$ cat src/rtl/reg_wb_pkg.sv
// Shared definitions for the register write-back queue: default widths,
// reserved register numbers and the queued entry layout.
package reg_wb_pkg;

  localparam int REG_ADDR_W = 5;
  localparam int REG_DATA_W = 32;

  localparam logic [REG_ADDR_W-1:0] REG_ZERO  = 5'd0;
  localparam logic [REG_ADDR_W-1:0] REG_CONST = 5'd1;

  typedef struct packed {
    logic [REG_ADDR_W-1:0] addy;
    logic [REG_DATA_W-1:0] data;
  } wb_entry_t;

endpackage

$ cat src/rtl/reg_wb_fifo.sv
// Entry storage for the write-back queue: circular buffer with head/tail
// pointers, occupancy count and an in-place overwrite of the youngest entry.
module reg_wb_fifo
  import reg_wb_pkg::*;
#(
  parameter int DEPTH  = 4,
  parameter int ADDR_W = REG_ADDR_W,
  parameter int DATA_W = REG_DATA_W
) (
  input  logic                       clock,
  input  logic                       reset,
  input  logic                       push,
  input  logic                       pop,
  input  logic                       overwrite_tail,
  input  logic [ADDR_W-1:0]          push_addy,
  input  logic [DATA_W-1:0]          push_data,
  output logic [$clog2(DEPTH)-1:0]   head_ptr,
  output logic [ADDR_W-1:0]          tail_addy,
  output logic [$clog2(DEPTH+1)-1:0] count,
  output logic [ADDR_W-1:0]          entry_addy [DEPTH],
  output logic [DATA_W-1:0]          entry_data [DEPTH]
);

  localparam int PTR_W = $clog2(DEPTH);
  localparam int CNT_W = $clog2(DEPTH+1);

  logic [ADDR_W-1:0] addy_q [DEPTH];
  logic [ADDR_W-1:0] addy_d [DEPTH];
  logic [DATA_W-1:0] data_q [DEPTH];
  logic [DATA_W-1:0] data_d [DEPTH];
  logic [PTR_W-1:0]  head_q, head_d;
  logic [PTR_W-1:0]  tail_q, tail_d;
  logic [PTR_W-1:0]  tail_last;
  logic [CNT_W-1:0]  count_q, count_d;

  // Youngest entry sits one slot behind the tail pointer.
  assign tail_last = tail_q - PTR_W'(1);

  always_comb begin
    addy_d  = addy_q;
    data_d  = data_q;
    head_d  = head_q;
    tail_d  = tail_q;
    if (push) begin
      addy_d[tail_q] = push_addy;
      data_d[tail_q] = push_data;
      tail_d         = tail_q + PTR_W'(1);
    end else if (overwrite_tail) begin
      data_d[tail_last] = push_data;
    end
    if (pop) begin
      head_d = head_q + PTR_W'(1);
    end
    count_d = count_q + CNT_W'(push) - CNT_W'(pop);
  end

  always_ff @(posedge clock or posedge reset) begin
    if (reset) begin
      addy_q  <= '{default: '0};
      data_q  <= '{default: '0};
      head_q  <= '0;
      tail_q  <= '0;
      count_q <= '0;
    end else begin
      addy_q  <= addy_d;
      data_q  <= data_d;
      head_q  <= head_d;
      tail_q  <= tail_d;
      count_q <= count_d;
    end
  end

  assign head_ptr   = head_q;
  assign tail_addy  = addy_q[tail_last];
  assign count      = count_q;
  assign entry_addy = addy_q;
  assign entry_data = data_q;

endmodule

$ cat src/rtl/reg_writeback_queue.sv
// Write-back queue between execute/memory and the register bench write port.
// Define REG_WB_COALESCE_EN to merge a push into a matching youngest entry.
module reg_writeback_queue
  import reg_wb_pkg::*;
#(
  parameter int DEPTH  = 4,
  parameter int ADDR_W = REG_ADDR_W,
  parameter int DATA_W = REG_DATA_W
) (
  input  logic                       clock,
  input  logic                       reset,
  input  logic                       alu_valid,
  input  logic [ADDR_W-1:0]          alu_addy,
  input  logic [DATA_W-1:0]          alu_data,
  output logic                       alu_ready,
  input  logic                       mem_valid,
  input  logic [ADDR_W-1:0]          mem_addy,
  input  logic [DATA_W-1:0]          mem_data,
  output logic                       mem_ready,
  input  logic                       wb_stall,
  output logic [ADDR_W-1:0]          wb_writeAddy,
  output logic [DATA_W-1:0]          wb_writeData,
  output logic                       wb_regWrite,
  input  logic [ADDR_W-1:0]          fwd_addy,
  output logic                       fwd_hit,
  output logic [DATA_W-1:0]          fwd_data,
  output logic [$clog2(DEPTH+1)-1:0] count,
  output logic                       full,
  output logic                       empty
);

  localparam int PTR_W = $clog2(DEPTH);
  localparam int CNT_W = $clog2(DEPTH+1);

`ifdef REG_WB_COALESCE_EN
  localparam bit COALESCE = 1'b1;
`else
  localparam bit COALESCE = 1'b0;
`endif

  logic              mem_fire, alu_fire, push_any, push_ok;
  logic              in_reserved, fwd_reserved;
  logic              pop, coalesce_hit, do_overwrite, do_alloc;
  logic [ADDR_W-1:0] in_addy;
  logic [DATA_W-1:0] in_data;
  logic [PTR_W-1:0]  head_ptr, fwd_idx;
  logic [ADDR_W-1:0] tail_addy;
  logic [ADDR_W-1:0] entry_addy [DEPTH];
  logic [DATA_W-1:0] entry_data [DEPTH];

  assign full      = (count == CNT_W'(DEPTH));
  assign empty     = (count == '0);
  assign mem_ready = !full;
  assign alu_ready = !full && !mem_valid;

  assign mem_fire = mem_valid && mem_ready;
  assign alu_fire = alu_valid && alu_ready;
  assign push_any = mem_fire || alu_fire;
  assign in_addy  = mem_fire ? mem_addy : alu_addy;
  assign in_data  = mem_fire ? mem_data : alu_data;

  assign in_reserved  = (in_addy == ADDR_W'(REG_ZERO)) || (in_addy == ADDR_W'(REG_CONST));
  assign fwd_reserved = (fwd_addy == ADDR_W'(REG_ZERO)) || (fwd_addy == ADDR_W'(REG_CONST));
  assign push_ok      = push_any && !in_reserved;

  // The write happens on the same edge that retires the head.
  assign pop          = !empty && !wb_stall;
  assign wb_regWrite  = pop;
  assign wb_writeAddy = empty ? '0 : entry_addy[head_ptr];
  assign wb_writeData = empty ? '0 : entry_data[head_ptr];

  // A lone entry leaving this cycle cannot absorb the new value.
  assign coalesce_hit = !empty && (tail_addy == in_addy) && !(pop && count == CNT_W'(1));
  assign do_overwrite = COALESCE && push_ok && coalesce_hit;
  assign do_alloc     = push_ok && !do_overwrite;

  reg_wb_fifo #(
    .DEPTH  (DEPTH),
    .ADDR_W (ADDR_W),
    .DATA_W (DATA_W)
  ) u_fifo (
    .clock          (clock),
    .reset          (reset),
    .push           (do_alloc),
    .pop            (pop),
    .overwrite_tail (do_overwrite),
    .push_addy      (in_addy),
    .push_data      (in_data),
    .head_ptr       (head_ptr),
    .tail_addy      (tail_addy),
    .count          (count),
    .entry_addy     (entry_addy),
    .entry_data     (entry_data)
  );

  // Walk oldest to youngest so the last match found is the youngest.
  always_comb begin
    fwd_hit  = 1'b0;
    fwd_data = '0;
    fwd_idx  = '0;
    for (int i = 0; i < DEPTH; i++) begin
      fwd_idx = head_ptr + PTR_W'(i);
      if ((CNT_W'(i) < count) && (entry_addy[fwd_idx] == fwd_addy) && !fwd_reserved) begin
        fwd_hit  = 1'b1;
        fwd_data = entry_data[fwd_idx];
      end
    end
  end

endmodule

$ cat config.mk
export PLATFORM = sky130hd
export DESIGN_NAME = reg_writeback_queue
export DESIGN_NICKNAME = d
export VERILOG_FILES = /design/src/rtl/reg_wb_pkg.sv /design/src/rtl/reg_wb_fifo.sv /design/src/rtl/reg_writeback_queue.sv
export SDC_FILE = /design/constraint.sdc
export NUM_CORES = 1
export LEC_CHECK = 0
export ABC_AREA = 1
export CAP_MARGIN = 20
export CORE_MARGIN = 4
export CORE_UTILIZATION = 50
export CTS_CLUSTER_SIZE = 14
export DETAILED_ROUTE_END_ITERATION = 10
export MAX_ROUTING_LAYER = met4
export PLACE_DENSITY = 0.84
export RECOVER_POWER = 25
export SLEW_MARGIN = 20
export SYNTH_ARGS = -nofsm -noshare
export SYNTH_HDL_FRONTEND = slang
export SYNTH_SLANG_ARGS = --single-unit
$ cat constraint.sdc
create_clock -name clock -period 5.4 [get_ports clock]
set_input_delay 1.62 -clock clock [delete_from_list [all_inputs] [get_ports clock]]
set_output_delay 1.62 -clock clock [all_outputs]
set_load 0.02 [all_outputs]
==> results by group <==
Worst setup path
  • CP endpoint kind: output port
  • Crit path DAT: 3.66 ns
  • Worst path slowest cell: clkdlybuf4s50_1
  • Max incr delay on CP: 0.51 ns
  • Worst Path Required: 3.78 ns
  • Worst-path cell chain: clkdlybuf4s50_1 > inv_2 > a31oi_4 > nand3_1 > nor2_1 > nand3_2 > buf_12 > buf_12 > nor2_1 > nor2_1 > nand2_1 > nand2_1 > dlygate4sd2_1
  • Critical path startpoint category: primary input
  • Register-to-Register Path Depth: 12
  • CP max FO: 17
  • Top Family by Delay on Critical Path: buffers and inverters
  • Buf/Inv on CP: 5
  • Most numerous cell on the critical path: nor2_1
  • WP depth: 13
  • CP Class: primary input to output port

Placed design
  • Dpl cell area: 13650 µm²
  • HPWL Detailed: 23.19 mm
  • Pre-CTS WS: -0.2970 ns
  • # port buffers: 161
  • Final RePlAce weighted congestion: 0.9210

Global routing
  • Gr usage total: 0.2741
  • Gr ovfl total: 0
  • Initial antenna violation count: 0
  • Number of global-route vias before repair: 11.99k
  • Largest net degree at the start of global routing: 156
  • First-pass GRT wire length: 57.28 mm

Die
  • Initial Utilization: 0.5124
  • Site Rows: 55
  • Die footprint: 25930 µm²
  • I/O pin cnt: 162
  • Area of the core: 22850 µm²
  • Die Ht: 161.0 µm
  • Die width: 161.0 µm

Outcome
  • Failing checks: capacitance limit, slew limit
  • Outcome: complete, but fails checks

CTS
  • Postcts setup bufs: 0
  • CTS Buf Count: 17
  • Worst-Skew Late Latency: 0.43 ns
  • CTS tree: built
  • Clk buf depth: 2
  • Clock Sinks: 155
  • Hold buffer count at CTS: 0
  • Clock root cell: clkbuf_16
  • Worst-path clk slew: 0.06 ns
  • Htree depth: 4

STA
  • Hold Vio Cnt, Final: 0
  • Slew margin rel.: -0.4677
  • Final Skew: 0.009345 ns
  • Final setup viols: 0
  • Fmax: 189.3 MHz
  • Max Transition Viols Final: 156
  • Hold Slack: 0.5101 ns
  • Worst Tran Pin Value: 2.202 ns
  • Final min period: 5.284 ns
  • RSZ-0062 raised after global routing: false
  • Final period util: 0.9785
  • Setup WS post-layout: 0.1162 ns

Final layout
  • Net count, final: 2063
  • N_diodes: 0
  • Area growth syn-to-layout: 20.49%
  • Layout cell share with drive strength beyond 1: 0.08069
  • Final instance area: 14110 µm²

Synth
  • Register area share after synthesis: 0.3313
  • Number of synthesized register bits: 155
  • Synth Warn #: 0
  • Avg Inst Size Synth: 6.227 µm²
  • Post-synth top area cell: dfrtp_1
  • Post-synthesis net count: 1973
  • Share of the synthesized area in the top cell type: 0.3313
  • Cell Area, Synth: 11710 µm²
  • Ranking of synthesized cells by area: dfrtp_1 (33%), nand2_1 (22%), o21ai_0 (15%)
  • Yosys cell types: 35
  • Syn Inst Count: 1880

Drt
  • Initial drt markers: 1156
  • Routed via count: 12.54k
  • Mean routed wirelength per cell: 15.00 µm
  • TritonRoute pass-1 iters: 5
  • DRC: 0
  • Vias per cell: 5.463
  • Post-route ant nets: 0
  • Overall routed net length: 34.45 mm

Power
  • Pwr/cell area: 724.1 nW/µm²
  • Leakage: 6.689 nW
  • Peak supply drop: 0.0005425 V

Hold path
  • Hold path cells: 2
  • Type of the worst min-delay path: flip-flop to flip-flop

Run
  • MaxCap Viol Count: 1
==> layout make-up <==
class	count	area [µm²]
clock buffer	17	425.4
clock inverter	15	115.1
fill	2076	8741
inverter	169	640.6
multi-input combinational	1422	6593
sequential	155	3882
tap	313	391.6
timing repair buffer	205	2058
==> tightest hold or removal path, cell delays in order, from the launching register on <==
cell	delay, ns
dfrtp_1	0.36
o21ai_1	0.07
nand2_1	0.05
==> layer usage <==
layer | GRT usage | share of wire | vias up
met4 | 0.1035 | 0.028 | 0
met5 | - | 0 | -
met3 | 0.04312 | 0.082 | 87
li1 | - | - | 6186
met2 | 0.4472 | 0.47 | 562
met1 | 0.3464 | 0.42 | 5707
==> sequential cells by signal, summed over array words and instances (netlist names) <==
register,count
u_fifo.head_ptr,2
u_fifo.entry_data,128
u_fifo.tail_q,2
u_fifo.count,3
u_fifo.entry_addy,20
==> cells in the mapped netlist (all sizes together) <==
cell type,instances
nand4,33
o211ai,2
a31oi,2
xor2,5
nor2,154
o21a,5
nand3,73
or2,2
xnor2,1
fa,1
inv,169
nor3,1
dfrtp,155
clkbuf,51
a21oi,2
ha,8
buf,83
nand2,679
and3b,1
a22oi,1
mux2,33
o21ai,419
==> repair_timing <==
| action | in CTS | in global routing |
|---|---|---|
| resized for setup | 35 | 49 |
| pin swaps | 0 | 1 |
| setup endpoints to repair | 33 | 32 |
==> cell families (layout without fill, tap and decap cells) <==
logic type               count (synthesis)  count (layout)  share of synthesized area
AND/OR/NAND/NOR                        943             943                     0.3244
AO/OA/AOI/OAI                          431             431                     0.1871
buffers and inverters                  303             406                     0.1107
flip-flops                             155             155                     0.3313
multiplexers                            33              33                    0.03174
adder cells (fa/ha/maj)                  9               9                    0.01026
XOR/XNOR                                 6               6                   0.004489
==> stage by stage <==
stage	util	total power, mW	TNS [ns]	cells
floorplan	-	6.746	0	1880
global placement	0.5976	8.930	-6.039	2264
detailed placement	0.5976	9.122	-8.312	2264
CTS	0.6202	10.16	0	2296
global route	0.6174	11.16	0	2296
finish	0.6174	10.21	0	2296
==> placed cells by master, fill, tap and decap left out, types with 18 or more instances in the layout <==
master,Yosys,layout
mux2_2,33,33
nand4_1,33,33
nand3_1,70,68
buf_4,9,26
dfrtp_1,155,154
clkdlybuf4s50_1,0,125
clkbuf_2,0,18
o21ai_0,345,345
o21ai_1,71,71
nand2_1,675,675
inv_1,165,162
nor2_1,148,144
==> final timing paths <==
path | startpoint | endpoint | slack (ns)
min reg2reg | u_fifo.entry_data[106] | u_fifo.entry_data[106] | 0.51
max | fwd_addy[4] | fwd_data[6] | 0.12
min in group asynchronous | reset | u_fifo.entry_data[29] | 2.39
max reg2reg | u_fifo.count[1] | u_fifo.entry_addy[6] | 2.14
min | u_fifo.entry_data[106] | u_fifo.entry_data[106] | 0.51
max in group asynchronous | reset | u_fifo.head_ptr[0] | 1.28
==> where the power goes <==
group | switching [mW] | leakage (nW) | internal, mW
combinational | 4.61 | 4.53 | 2.41
clock | 0.520 | 0.257 | 0.593
sequential | 0.342 | 1.90 | 1.74
total | 5.47 | 6.69 | 4.74
Power figures use the tool's default switching activity.
